==> src/rtl/jzjpcc_fetch_queue_if.sv <==
// Instruction-memory fetch channel between the fetch queue (master) and the memory (slave).
// Requests are in order, and the memory answers them in order, at least one cycle after acceptance.
interface jzjpcc_fetch_queue_if #(
    parameter int PC_MAX_B = 15
);
    logic                imem_req;
    logic [PC_MAX_B:2]   imem_addr;
    logic                imem_ready;
    logic                imem_rvalid;
    logic [31:2]         imem_rdata;

    modport master (
        output imem_req,
        output imem_addr,
        input  imem_ready,
        input  imem_rvalid,
        input  imem_rdata
    );

    modport slave (
        input  imem_req,
        input  imem_addr,
        output imem_ready,
        output imem_rvalid,
        output imem_rdata
    );
endinterface

==> src/rtl/jzjpcc_fetch_queue.sv <==
// Prefetching instruction fetch queue. A credit counter caps requests so the queue can never overflow.
// A redirect turns in-flight requests into a drop count, so their late responses are discarded.
module jzjpcc_fetch_queue #(
    parameter int                PC_MAX_B    = 15,
    parameter int                QUEUE_DEPTH = 4,
    parameter logic [PC_MAX_B:2] RESET_PC    = '0
) (
    input  logic                  clock,
    input  logic                  reset,
    jzjpcc_fetch_queue_if.master  imem,
    input  logic                  pcCTWriteEnable,
    input  logic [PC_MAX_B:2]     controlTransferNewPC,
    input  logic                  stall_decode,
    output logic [31:2]           instruction_decode,
    output logic [PC_MAX_B:2]     currentPC_decode,
    output logic                  valid_decode
);
    localparam int PC_W  = PC_MAX_B - 1;
    localparam int PTR_W = $clog2(QUEUE_DEPTH);
    localparam int CNT_W = PTR_W + 1;
    localparam logic [31:2]      NOP     = 30'h0000_0004;
    localparam logic [CNT_W+1:0] DEPTH_C = (CNT_W + 2)'(QUEUE_DEPTH);
    localparam logic [PC_W-1:0]  PC_ONE  = PC_W'(1);

    typedef struct packed {
        logic [31:2]       instr;
        logic [PC_MAX_B:2] pc;
    } entry_t;

    entry_t             mem [QUEUE_DEPTH];
    logic [PTR_W-1:0]   rd_ptr, wr_ptr;
    logic [CNT_W-1:0]   count, outstanding, drop;
    logic [PC_MAX_B:2]  fetch_pc, rsp_pc;

    logic [CNT_W+1:0]   credit_used;
    logic [CNT_W:0]     inflight;
    logic [CNT_W-1:0]   drop_on_redirect;
    logic               accept, fill, discard, pop;

    // NOTE: every signal below gets a value on every path through this block, so no latch is inferred.
    always_comb begin
        credit_used    = {2'b00, count} + {2'b00, outstanding} + {2'b00, drop};
        imem.imem_req  = !reset && !pcCTWriteEnable && (credit_used < DEPTH_C);
        imem.imem_addr = fetch_pc;
        accept         = imem.imem_req && imem.imem_ready;
        discard        = imem.imem_rvalid && (drop != '0);
        fill           = imem.imem_rvalid && (drop == '0) && (outstanding != '0);
        pop            = !stall_decode && (count != '0);
        inflight       = {1'b0, drop} + {1'b0, outstanding};
        // A response arriving with the redirect consumes one in-flight slot, which is why one is subtracted.
        if (imem.imem_rvalid && (inflight != '0)) begin
            drop_on_redirect = CNT_W'(inflight - (CNT_W + 1)'(1));
        end else begin
            drop_on_redirect = CNT_W'(inflight);
        end
    end

    // NOTE: state updates use non-blocking assignments, so every branch reads the pre-edge values.
    always_ff @(posedge clock) begin
        if (reset) begin
            fetch_pc           <= RESET_PC;
            rsp_pc             <= RESET_PC;
            count              <= '0;
            outstanding        <= '0;
            drop               <= '0;
            rd_ptr             <= '0;
            wr_ptr             <= '0;
            instruction_decode <= NOP;
            currentPC_decode   <= RESET_PC;
            valid_decode       <= 1'b0;
            // NOTE: the storage is cleared together with the block, so nothing from before reset can resurface.
            for (int i = 0; i < QUEUE_DEPTH; i++) begin
                mem[i] <= '0;
            end
        end else if (pcCTWriteEnable) begin
            fetch_pc           <= controlTransferNewPC;
            rsp_pc             <= controlTransferNewPC;
            count              <= '0;
            rd_ptr             <= '0;
            wr_ptr             <= '0;
            outstanding        <= '0;
            drop               <= drop_on_redirect;
            instruction_decode <= NOP;
            valid_decode       <= 1'b0;
        end else begin
            if (accept) begin
                fetch_pc <= fetch_pc + PC_ONE;
            end
            outstanding <= outstanding + CNT_W'(accept) - CNT_W'(fill);
            if (discard) begin
                drop <= drop - CNT_W'(1);
            end
            if (fill) begin
                mem[wr_ptr] <= '{instr: imem.imem_rdata, pc: rsp_pc};
                wr_ptr      <= wr_ptr + PTR_W'(1);
                rsp_pc      <= rsp_pc + PC_ONE;
            end
            // The head is read from pre-edge storage, so an entry written this edge pops one edge later.
            count <= count + CNT_W'(fill) - CNT_W'(pop);
            if (!stall_decode) begin
                if (count != '0) begin
                    instruction_decode <= mem[rd_ptr].instr;
                    currentPC_decode   <= mem[rd_ptr].pc;
                    valid_decode       <= 1'b1;
                    rd_ptr             <= rd_ptr + PTR_W'(1);
                end else begin
                    instruction_decode <= NOP;
                    valid_decode       <= 1'b0;
                end
            end
        end
    end
endmodule
==> src/flat_wrapper.sv <==
// flat-port wrapper written by rule: the top's interface ports become plain ports
module jzjpcc_fetch_queue_flat 
#(
    parameter int                PC_MAX_B    = 15,
    parameter int                QUEUE_DEPTH = 4,
    parameter logic [PC_MAX_B:2] RESET_PC    = '0
)
  (clock, reset, pcCTWriteEnable, controlTransferNewPC, stall_decode, instruction_decode, currentPC_decode, valid_decode, imem_imem_req, imem_imem_addr, imem_imem_ready, imem_imem_rvalid, imem_imem_rdata);
  jzjpcc_fetch_queue_if #(.PC_MAX_B(PC_MAX_B)) imem_i ();
  input  logic clock;
  input  logic reset;
  input  logic pcCTWriteEnable;
  input  logic [PC_MAX_B:2] controlTransferNewPC;
  input  logic stall_decode;
  output logic [31:2] instruction_decode;
  output logic [PC_MAX_B:2] currentPC_decode;
  output logic valid_decode;
  output wire logic [$bits(imem_i.imem_req)-1:0] imem_imem_req;
  output wire logic [$bits(imem_i.imem_addr)-1:0] imem_imem_addr;
  input wire logic [$bits(imem_i.imem_ready)-1:0] imem_imem_ready;
  input wire logic [$bits(imem_i.imem_rvalid)-1:0] imem_imem_rvalid;
  input wire logic [$bits(imem_i.imem_rdata)-1:0] imem_imem_rdata;
  assign imem_imem_req = imem_i.imem_req;
  assign imem_imem_addr = imem_i.imem_addr;
  assign imem_i.imem_ready = imem_imem_ready;
  assign imem_i.imem_rvalid = imem_imem_rvalid;
  assign imem_i.imem_rdata = imem_imem_rdata;
  jzjpcc_fetch_queue #(.PC_MAX_B(PC_MAX_B), .QUEUE_DEPTH(QUEUE_DEPTH), .RESET_PC(RESET_PC)) u_core (.clock(clock), .reset(reset), .imem(imem_i), .pcCTWriteEnable(pcCTWriteEnable), .controlTransferNewPC(controlTransferNewPC), .stall_decode(stall_decode), .instruction_decode(instruction_decode), .currentPC_decode(currentPC_decode), .valid_decode(valid_decode));
endmodule
==> config.mk <==
export PLATFORM = sky130hd
export DESIGN_NAME = jzjpcc_fetch_queue_flat
export DESIGN_NICKNAME = d
export VERILOG_FILES = /design/src/rtl/jzjpcc_fetch_queue_if.sv /design/src/rtl/jzjpcc_fetch_queue.sv /design/src/flat_wrapper.sv
export SDC_FILE = /design/constraint.sdc
export NUM_CORES = 1
export LEC_CHECK = 0
export BUFFER_PORTS_ARGS = -buffer_cell sky130_fd_sc_hd__buf_4
export CAP_MARGIN = 20
export CORE_ASPECT_RATIO = 0.8
export CORE_UTILIZATION = 50
export CTS_CLUSTER_SIZE = 10
export DETAILED_ROUTE_END_ITERATION = 8
export PLACE_DENSITY = 0.75
export REMOVE_ABC_BUFFERS = 1
export SYNTH_ARGS = -nofsm -noshare
export SYNTH_HDL_FRONTEND = slang
export SYNTH_SLANG_ARGS = --single-unit
==> constraint.sdc <==
create_clock -name clock -period 5.8 [get_ports clock]
set_clock_uncertainty 0.15 [all_clocks]
set_input_delay 0.87 -clock clock [delete_from_list [all_inputs] [get_ports clock]]
set_output_delay 0.87 -clock clock [all_outputs]
set_load 0.02 [all_outputs]
==> impl_metrics.py, run 1 <==
metrics = {
    "status": {
        "outcome": "complete, no violations",
    },
    "critical_path": {
        "worstSetupStartpointType": "register",
        "rrSetupSlack_ns": 2.23,
        "worstPathRequired_ns": 4.78,
        "end_kind": "output pin",
        "cpMaxStageDelayCell": "fa_1",
        "reg2reg_depth": 14,
        "path_cells": "ha_1, fa_1, xor2_1, ha_1, nor4_1, o211ai_1, buf_4, nor2b_1, buf_4",
        "crit_fanout": 15,
        "crit_type": "register to output pin",
        "r2r_start": "u_core.outstanding[0]",
        "timing.rr.end": "u_core.outstanding[2]",
        "cp_slowest_stage_delay_ns": 0.38,
        "arrival_ns": 2.88,
    },
    "synthesis": {
        "netlist_area_um2": 11630,
        "ys_dominant_reg_cell": "edfxtp_1",
        "yosys_warnings": 0,
        "ys_seq_elements": 264,
        "synth_edf_count": 176,
        "ys_types": 60,
        "synthesis.instances": 913,
        "syn_area_per_cell_um2": 12.74,
        "seq_area_frac_synth_pct": 60.59,
        "async_flop_share_pct": 0,
    },
    "global_route": {
        "grt_usage_pct": 21.22,
        "grt_pass1_vias": 7399,
        "antenna_found_initial": 0,
        "grt_max_degree": 51,
        "globalRoute.totalOverflow": 0,
        "grt_pass1_wl_um": 40250,
    },
    "die": {
        "coreArea_um2": 22620,
        "fp.dieArea_um2": 23880,
        "die_w_um": 172.5,
        "fp.dieH_um": 138.4,
        "num_io_pins": 110,
        "core.rowCount": 49,
        "initial_core_util_pct": 51.41,
    },
    "finish": {
        "final_cell_mix": "edfxtp_1, and2_1, buf_4",
        "area_growth_pct": 17.23,
        "design_area_um2": 13630,
        "layout.nets": 1075,
        "drive_gt1_share_pct": 21.21,
        "register_area_um2": 7052,
        "multi_input_area_um2": 4297,
        "fill_cells": 1790,
        "final_common_cell": "edfxtp_1",
        "antenna_cells": 0,
    },
    "clock_tree": {
        "root_buffer": "clkbuf_16",
        "htree_levels": 1,
        "cts_inserted_buffers": 30,
        "clkSinkCount": 264,
        "clockBufferDepth": 3,
        "postCtsHoldBufs": 0,
        "cts_setup_buffers": 0,
        "insertion_delay_ns": 0.54,
        "clk_pin_slew_ns": 0.06,
        "cts_tree": "yes",
        "cts_resized": 0,
    },
    "place": {
        "dpl_worst_slack_ns": 1.909,
        "place_congestion": 0.8135,
        "hpwl_um": 15020,
        "numPortBuffers": 109,
        "placed_area_um2": 12720,
    },
    "route": {
        "drt-total-wl_um": 25370,
        "wl_per_cell_um": 19.01,
        "vias_per_cell": 5.576,
        "dr_total_vias": 7439,
        "drt_iter0_markers": 623,
        "drc": 0,
        "first_pass_iters": 5,
        "ant_nets": 0,
    },
    "power": {
        "pwr-share-seq_pct": 51.3,
        "swShare_pct": 21.97,
        "p_switching_mw": 0.9021,
        "cellPowerDensity_nw_per_um2": 301.2,
        "pwr-share-comb_pct": 6.3,
        "leakagePower_nw": 5.172,
        "clkPwrFrac_pct": 42.5,
        "intPower_mw": 3.205,
        "power.total_mw": 4.107,
        "ir_drop_v": 0.0002631,
    },
    "timing": {
        "max_freq_mhz": 256.4,
        "slew_viol_final": 0,
        "relSlewSlack_pct": 27.63,
        "setup_violations": 0,
        "fin_tns_setup_ns": 0,
        "rsz0062_at_grt": "false",
        "worst_slew_pin_slew_ns": 1.082,
        "fin_crit_ns": 3.900,
        "worst_slack_ns": 1.900,
        "fin_crit_sh_pct": 67.24,
        "timing.final.hold_violations": 0,
    },
    "job": {
        "cap_viol_max_count": 0,
    },
    "min_path": {
        "hold_start": "u_core.currentPC_decode[14]",
        "min_path_type": "register to register",
        "holdPathStages": 2,
        "hold_end": "u_core.currentPC_decode[14]",
    },
}
cells in the mapped netlist (3+ instances only):
master	instances	area [um^2]
nor2_1	60	225.2
nand4_1	4	25.02
o211ai_1	3	22.52
and3_1	44	275.3
clkbuf_2	7	35.03
clkbuf_1	45	168.9
ha_1	17	212.7
fa_1	4	80.08
and2_1	126	788.3
xnor2_1	16	140.1
a31oi_1	5	31.28
o21a_1	3	22.52
nor4_1	9	56.30
buf_2	6	30.03
a311oi_1	4	35.03
a21oi_1	30	150.1
o21ai_0	7	35.03
o22ai_1	5	31.28
and4_1	3	26.28
edfxtp_1	176	5285
nor3_1	15	75.07
nand2_1	70	262.8
mux4_2	44	991.0
a211oi_1	7	52.55
a22oi_1	31	232.7
inv_1	20	75.07
a21boi_0	4	30.03
nand2b_1	3	18.77
dfxtp_1	88	1762
xor2_1	10	87.58
nand3_1	9	45.04
how the worst max path moves through the flow:
stage / slack, ns / end / cells past startpoint / from
after detailed placement: 1.91 / u_core.mem[0][42] / 6 / reset
final: 1.90 / imem_imem_req / 9 / u_core.outstanding[0]
after CTS: 1.85 / imem_imem_req / 9 / u_core.outstanding[0]
after floorplan: 0.54 / u_core.mem[1][0] / 3 / imem_imem_rvalid
after global placement: 2.01 / u_core.mem[0][42] / 6 / reset
after global routing: 1.69 / imem_imem_req / 9 / u_core.outstanding[0]
state kept, by name, indices dropped and copies added (netlist names), named ones only:
signal / flops
u_core.count: 3
u_core.currentPC_decode: 14
u_core.drop: 3
u_core.imem.imem_addr: 14
u_core.instruction_decode: 30
u_core.mem: 176
u_core.outstanding: 3
u_core.rd_ptr: 2
u_core.rsp_pc: 14
u_core.valid_decode: 1
u_core.wr_ptr: 2
power groups by stage:
| stage | clock [mW] | sequential (mW) | combinational [mW] |
|---|---|---|---|
| 6_report | 1.74 | 2.11 | 0.258 |
| 5_1_grt | 1.83 | 2.11 | 0.283 |
| 3_5_place_dp | 0 | 2.14 | 0.255 |
| 4_1_cts | 1.76 | 2.11 | 0.256 |
| 3_3_place_gp | 0 | 2.14 | 0.250 |
| 2_1_floorplan | 0 | 2.14 | 0.136 |
layer usage:
metal	wire length, um	global-route usage (%)	vias to the layer above
met5	0	0	-
met4	457	5.404	0
met3	1398	3.355	36
met2	11970	34.21	218
met1	11540	30.14	3664
li1	-	-	3521
worst max-delay path, delay by kind of cell (launching register included):
family / cells / cell delay, ns
adder cells (fa/ha/maj): 3 / 0.88
XOR/XNOR: 1 / 0.17
buffers and inverters: 2 / 0.40
AND/OR/NAND/NOR: 2 / 0.41
AO/OA/AOI/OAI: 1 / 0.15
flip-flops: 1 / 0.33
logic make-up (layout without fill, tap and decap cells):
group / after synthesis / count (layout) / share of synthesized area (%)
XOR/XNOR: 26 / 26 / 1.958
AND/OR/NAND/NOR: 358 / 358 / 16.63
flip-flops: 264 / 264 / 60.59
AO/OA/AOI/OAI: 113 / 113 / 6.616
buffers and inverters: 85 / 200 / 2.980
adder cells (fa/ha/maj): 21 / 21 / 2.517
multiplexers: 46 / 46 / 8.704
final cells by class:
class,count,area share (%)
inverters,23,0.6332
clock inverters,1,0.2202
well taps,306,2.808
clock buffers,55,6.350
multi-input cells,564,31.51
repair buffers,121,6.754
flip-flops and latches,264,51.72
through the flow:
step           hold WS [ns]  util, %  instances
2_1_floorplan        0.3347        -        851
3_3_place_gp         0.2938    56.22       1277
3_5_place_dp         0.3014    56.22       1277
4_1_cts              0.3090    60.18       1333
5_1_grt              0.3283    60.27       1334
6_report             0.3074    60.27       1334
No activity file was read; power rests on OpenSTA's default activity.
==> run 2: changes to the inputs <==
PLACE_DENSITY = 0.78   (was 0.75)
clock period = 3.1 ns   (was 5.8 ns; I/O delays follow)
==> impl_metrics.py, run 2 (synthesis gave the netlist of run 1 again) <==
metrics = {
    "timing": {
        "slew_viol_final": 0,
        "setup_violations": 1,
        "relSlewSlack_pct": 57.06,
        "worst_slack_ns": -0.1602,
        "max_freq_mhz": 306.7,
        "fin_crit_ns": 3.260,
        "worst_slew_pin_slew_ns": 0.6441,
        "timing.final.hold_violations": 0,
        "fin_crit_sh_pct": 105.2,
        "hold_slack_ns": 0.05192,
        "rsz0062_at_grt": "true",
    },
    "clock_tree": {
        "clockBufferDepth": 3,
        "htree_levels": 1,
        "cts_tree": "yes",
        "clk_pin_slew_ns": 0.06,
        "root_buffer": "clkbuf_16",
        "clkSinkCount": 264,
        "insertion_delay_ns": 0.54,
        "postCtsHoldBufs": 0,
        "cts_inserted_buffers": 30,
    },
    "critical_path": {
        "worstSetupStartpointType": "register",
        "arrival_ns": 2.65,
        "r2r_start": "u_core.count[0]",
        "crit_fanout": 2,
        "crit_start": "u_core.count[0]",
        "end_kind": "output pin",
        "crit_type": "register to output pin",
        "worstPathRequired_ns": 2.48,
    },
    "place": {
        "place_congestion": 0.8268,
        "hpwl_um": 16220,
        "numPortBuffers": 109,
        "placed_cells": 1302,
    },
    "die": {
        "num_io_pins": 110,
        "die_w_um": 172.5,
        "fp.dieH_um": 138.4,
        "core.rowCount": 49,
        "initial_core_util_pct": 51.41,
        "fp.dieArea_um2": 23880,
        "coreArea_um2": 22620,
    },
    "finish": {
        "final_cell_mix": "edfxtp_1, buf_4, and2_1",
        "drive_gt1_share_pct": 23.98,
        "area_growth_pct": 19.96,
        "final_common_cell": "edfxtp_1",
        "antenna_cells": 0,
        "layout.nets": 1102,
        "final_cells": 1361,
        "largest_register_ffs": 176,
        "reg_top3": "u_core.mem (176), u_core.instruction_decode (30)",
        "regMostFlops": "u_core.mem",
    },
    "route": {
        "vias_per_cell": 5.682,
        "dr_total_vias": 7733,
        "wl_per_cell_um": 19.77,
        "drc": 0,
        "ant_nets": 0,
        "drt_iter0_markers": 629,
        "drt-total-wl_um": 26910,
        "first_pass_iters": 7,
    },
    "global_route": {
        "grt_max_degree": 45,
        "globalRoute.totalOverflow": 0,
        "grt_pass1_wl_um": 42010,
        "antenna_found_initial": 0,
        "grt_pass1_vias": 7446,
        "grt_usage_pct": 22.38,
    },
    "power": {
        "cellPowerDensity_nw_per_um2": 549.4,
        "ir_drop_v": 0.0004329,
        "leakagePower_nw": 5.331,
    },
    "min_path": {
        "hold_start": "controlTransferNewPC[11]",
        "min_path_type": "input port to register",
    },
    "status": {
        "violations": "negative setup slack",
        "outcome": "finished, violations left",
    },
    "job": {
        "cap_viol_max_count": 0,
    },
}
[run 2: cell count changes in the layout (fill, tap and decap cells not counted), moves of 2 or more]
cell     delta
fa_2        +2
dfxtp_1     -2
fa_1        -2
dfxtp_2     +2
buf_4      +19
buf_12      +8
[run 2: timing repair]
item,4_1_cts,5_1_grt
gates resized for setup,5,3
endpoints found under the setup margin,2,3
pin swaps,5,2
setup buffers,2,1
gates cloned,0,0
[run 2: final timing paths]
path         slack [ns]  depth (start not counted)                           to
max reg2reg        0.04                         11    u_core.imem.imem_addr[11]
max               -0.16                          9                imem_imem_req
min reg2reg        0.31                          2  u_core.currentPC_decode[11]
min                0.05                          3    u_core.imem.imem_addr[11]
[run 2: per-layer routing]
layer / routed length (um) / global-route usage [%] / share of wire (%)
met1: 11710 / 32.63 / 44
met2: 12700 / 35.63 / 47
met3: 1960 / 3.383 / 7.3
met4: 536 / 4.840 / 2.0
met5: 0 / 0 / 0
[run 2: area by class of cell]
cell class | count | area [um^2]
tap | 306 | 382.9
inverter | 23 | 86.33
fill | 1699 | 8672
multi-input combinational | 564 | 4323
clock buffer | 55 | 875.8
clock inverter | 1 | 5.005
sequential | 264 | 7054
timing repair buffer | 148 | 1224
[run 2: report_power, final]
group	internal, mW	total [mW]	switching, mW	leakage (nW)
sequential	3.86	3.94	0.0760	2.54
combinational	0.219	0.521	0.302	2.37
clock	1.88	3.21	1.33	0.420
[run 2: through the flow]
stage | util, % | setup TNS [ns] | total power [mW] | setup slack, ns | instance area (um^2)
final | 61.67 | -0.1602 | 7.664 | -0.1602 | 13950
after global routing | 61.67 | -0.2976 | 7.885 | -0.2058 | 13950
after CTS | 61.58 | -0.09057 | 7.698 | -0.09057 | 13930
after detailed placement | 57.55 | -0.07890 | 4.521 | -0.07890 | 13020
after global placement | 57.55 | -0.03062 | 4.503 | -0.03062 | 13020
after floorplan | - | -262.47 | 4.261 | -1.890 | 11370
[run 2: worst max-delay path: stages (launching register included)]
cell	delay [ns]
dfxtp_2	0.33
ha_4	0.16
fa_2	0.36
xor2_1	0.15
ha_1	0.30
nor4_2	0.20
o211ai_1	0.19
buf_4	0.18
nor2b_2	0.10
buf_4	0.14
==> run 3: changes to the inputs <==
PLACE_DENSITY = 0.75   (was 0.78)
clock period = 4.1 ns   (was 3.1 ns; I/O delays follow)
==> impl_metrics.py, run 3 (synthesis gave the netlist of run 1 again) <==
metrics = {
    "status": {
        "outcome": "complete, no violations",
    },
    "global_route": {
        "grt_usage_pct": 22.04,
        "grt_max_degree": 45,
        "globalRoute.totalOverflow": 0,
        "antenna_found_initial": 0,
        "gr-usage-met2_pct": 36.38,
        "use_met3_pct": 3.218,
        "grt_pass1_vias": 7737,
        "grtUsageMet1_pct": 30.74,
        "grt_pass1_wl_um": 41790,
        "grt-busiest-layer": "met2",
    },
    "timing": {
        "timing.final.hold_violations": 0,
        "relSlewSlack_pct": 38.81,
        "fin_crit_ns": 3.654,
        "setup_violations": 0,
        "fin_tns_setup_ns": 0,
        "worst_slack_ns": 0.4459,
        "max_freq_mhz": 273.7,
        "slew_viol_final": 0,
        "hold_slack_ns": 0.2146,
        "fin_crit_sh_pct": 89.12,
        "worst_slew_pin_slew_ns": 0.9179,
        "rsz0062_at_grt": "false",
    },
    "finish": {
        "largest_register_ffs": 176,
        "final_common_cell": "edfxtp_1",
        "final_cells": 1343,
        "drive_gt1_share_pct": 21.99,
        "final_core_util_pct": 60.50,
        "antenna_cells": 0,
        "reg_top3": "u_core.mem (176), u_core.instruction_decode (30)",
        "final_cell_mix": "edfxtp_1, buf_4, and2_1",
        "regMostFlops": "u_core.mem",
        "area_growth_pct": 17.69,
        "design_area_um2": 13690,
        "layout.nets": 1084,
        "fill_cells": 1726,
    },
    "min_path": {
        "min_path_type": "input port to register",
        "holdPathStages": 3,
    },
    "power": {
        "leakagePower_nw": 5.213,
        "pwr-share-seq_pct": 51.7,
        "swShare_pct": 22.01,
        "power.total_mw": 5.758,
        "pwr-share-comb_pct": 6.5,
        "clkPwrFrac_pct": 41.8,
        "p_switching_mw": 1.267,
        "intPower_mw": 4.491,
        "ir_drop_v": 0.0003000,
        "cellPowerDensity_nw_per_um2": 420.7,
    },
    "clock_tree": {
        "root_buffer": "clkbuf_16",
        "htree_levels": 1,
        "cts_setup_buffers": 0,
        "cts_tree": "yes",
        "clk_pin_slew_ns": 0.06,
        "cts_inserted_buffers": 30,
        "cts_resized": 0,
        "clkSinkCount": 264,
        "clockBufferDepth": 3,
        "insertion_delay_ns": 0.53,
        "postCtsHoldBufs": 0,
    },
    "route": {
        "dr_total_vias": 7624,
        "drc": 0,
        "vias_per_cell": 5.677,
        "first_pass_iters": 5,
        "drt_iter0_markers": 613,
        "drt-total-wl_um": 26090,
        "wl_per_cell_um": 19.43,
        "ant_nets": 0,
    },
    "die": {
        "initial_core_util_pct": 51.41,
        "core.rowCount": 49,
        "coreArea_um2": 22620,
        "num_io_pins": 110,
        "fp.dieArea_um2": 23880,
        "fp.dieH_um": 138.4,
        "die_w_um": 172.5,
    },
    "critical_path": {
        "crit_path_end": "imem_imem_req",
        "arrival_ns": 2.89,
        "worstPathRequired_ns": 3.34,
        "crit_type": "register to output pin",
        "end_kind": "output pin",
        "worstSetupStartpointType": "register",
        "timing.rr.end": "u_core.outstanding[2]",
        "r2r_start": "u_core.outstanding[0]",
        "rrSetupSlack_ns": 0.80,
        "crit_fanout": 14,
        "reg2reg_depth": 13,
        "crit_start": "u_core.outstanding[0]",
    },
    "place": {
        "place_congestion": 0.8208,
        "placed_cells": 1287,
        "numPortBuffers": 109,
        "placed_area_um2": 12810,
        "dpl_worst_slack_ns": 0.8213,
        "hpwl_um": 15540,
    },
    "job": {
        "cap_viol_max_count": 0,
    },
}
## run 3: cell count changes in the layout (fill, tap and decap cells not counted), sizes merged
cell	delta
buf	-18
## run 3: critical path: stages (launching register included)
cell and delay, ns:
dfxtp_1 0.34, ha_1 0.24, fa_1 0.38, xor2_1 0.18, ha_1 0.27, nor4_1 0.26
o211ai_1 0.16, buf_4 0.24, nor2b_1 0.13, buf_4 0.15
## run 3: layer usage
layer	up-vias	share of wire, %
li1	3539	-
met1	3789	43
met2	260	49
met3	36	6.7
met4	0	1.6
met5	-	0
## run 3: power groups by stage
stage | logic (mW) | registers (mW) | clock network, mW
4_1_cts | 0.375 | 2.98 | 2.45
6_report | 0.375 | 2.98 | 2.41
5_1_grt | 0.408 | 2.99 | 2.56
3_3_place_gp | 0.365 | 3.03 | 0
2_1_floorplan | 0.193 | 3.03 | 0
3_5_place_dp | 0.372 | 3.03 | 0
## run 3: layout make-up
class	count	area [um^2]	area share, %
Clock buffer	55	875.8	6.399
Clock inverter	1	5.005	0.03657
Inverter	23	86.33	0.6308
Multi-Input combinational cell	564	4297	31.39
Sequential cell	264	7052	51.52
Tap cell	306	382.9	2.797
Timing Repair Buffer	130	988.4	7.222
## run 3: worst min path at each step
stage                                start                          end  slack (ns)
3_3_place_gp   u_core.currentPC_decode[13]  u_core.currentPC_decode[13]        0.29
4_1_cts            controlTransferNewPC[5]             u_core.rsp_pc[5]        0.19
3_5_place_dp   u_core.currentPC_decode[14]  u_core.currentPC_decode[14]        0.30
5_1_grt            controlTransferNewPC[5]             u_core.rsp_pc[5]        0.20
2_1_floorplan             u_core.rd_ptr[1]                     register        0.33
6_report          controlTransferNewPC[11]    u_core.imem.imem_addr[11]        0.21
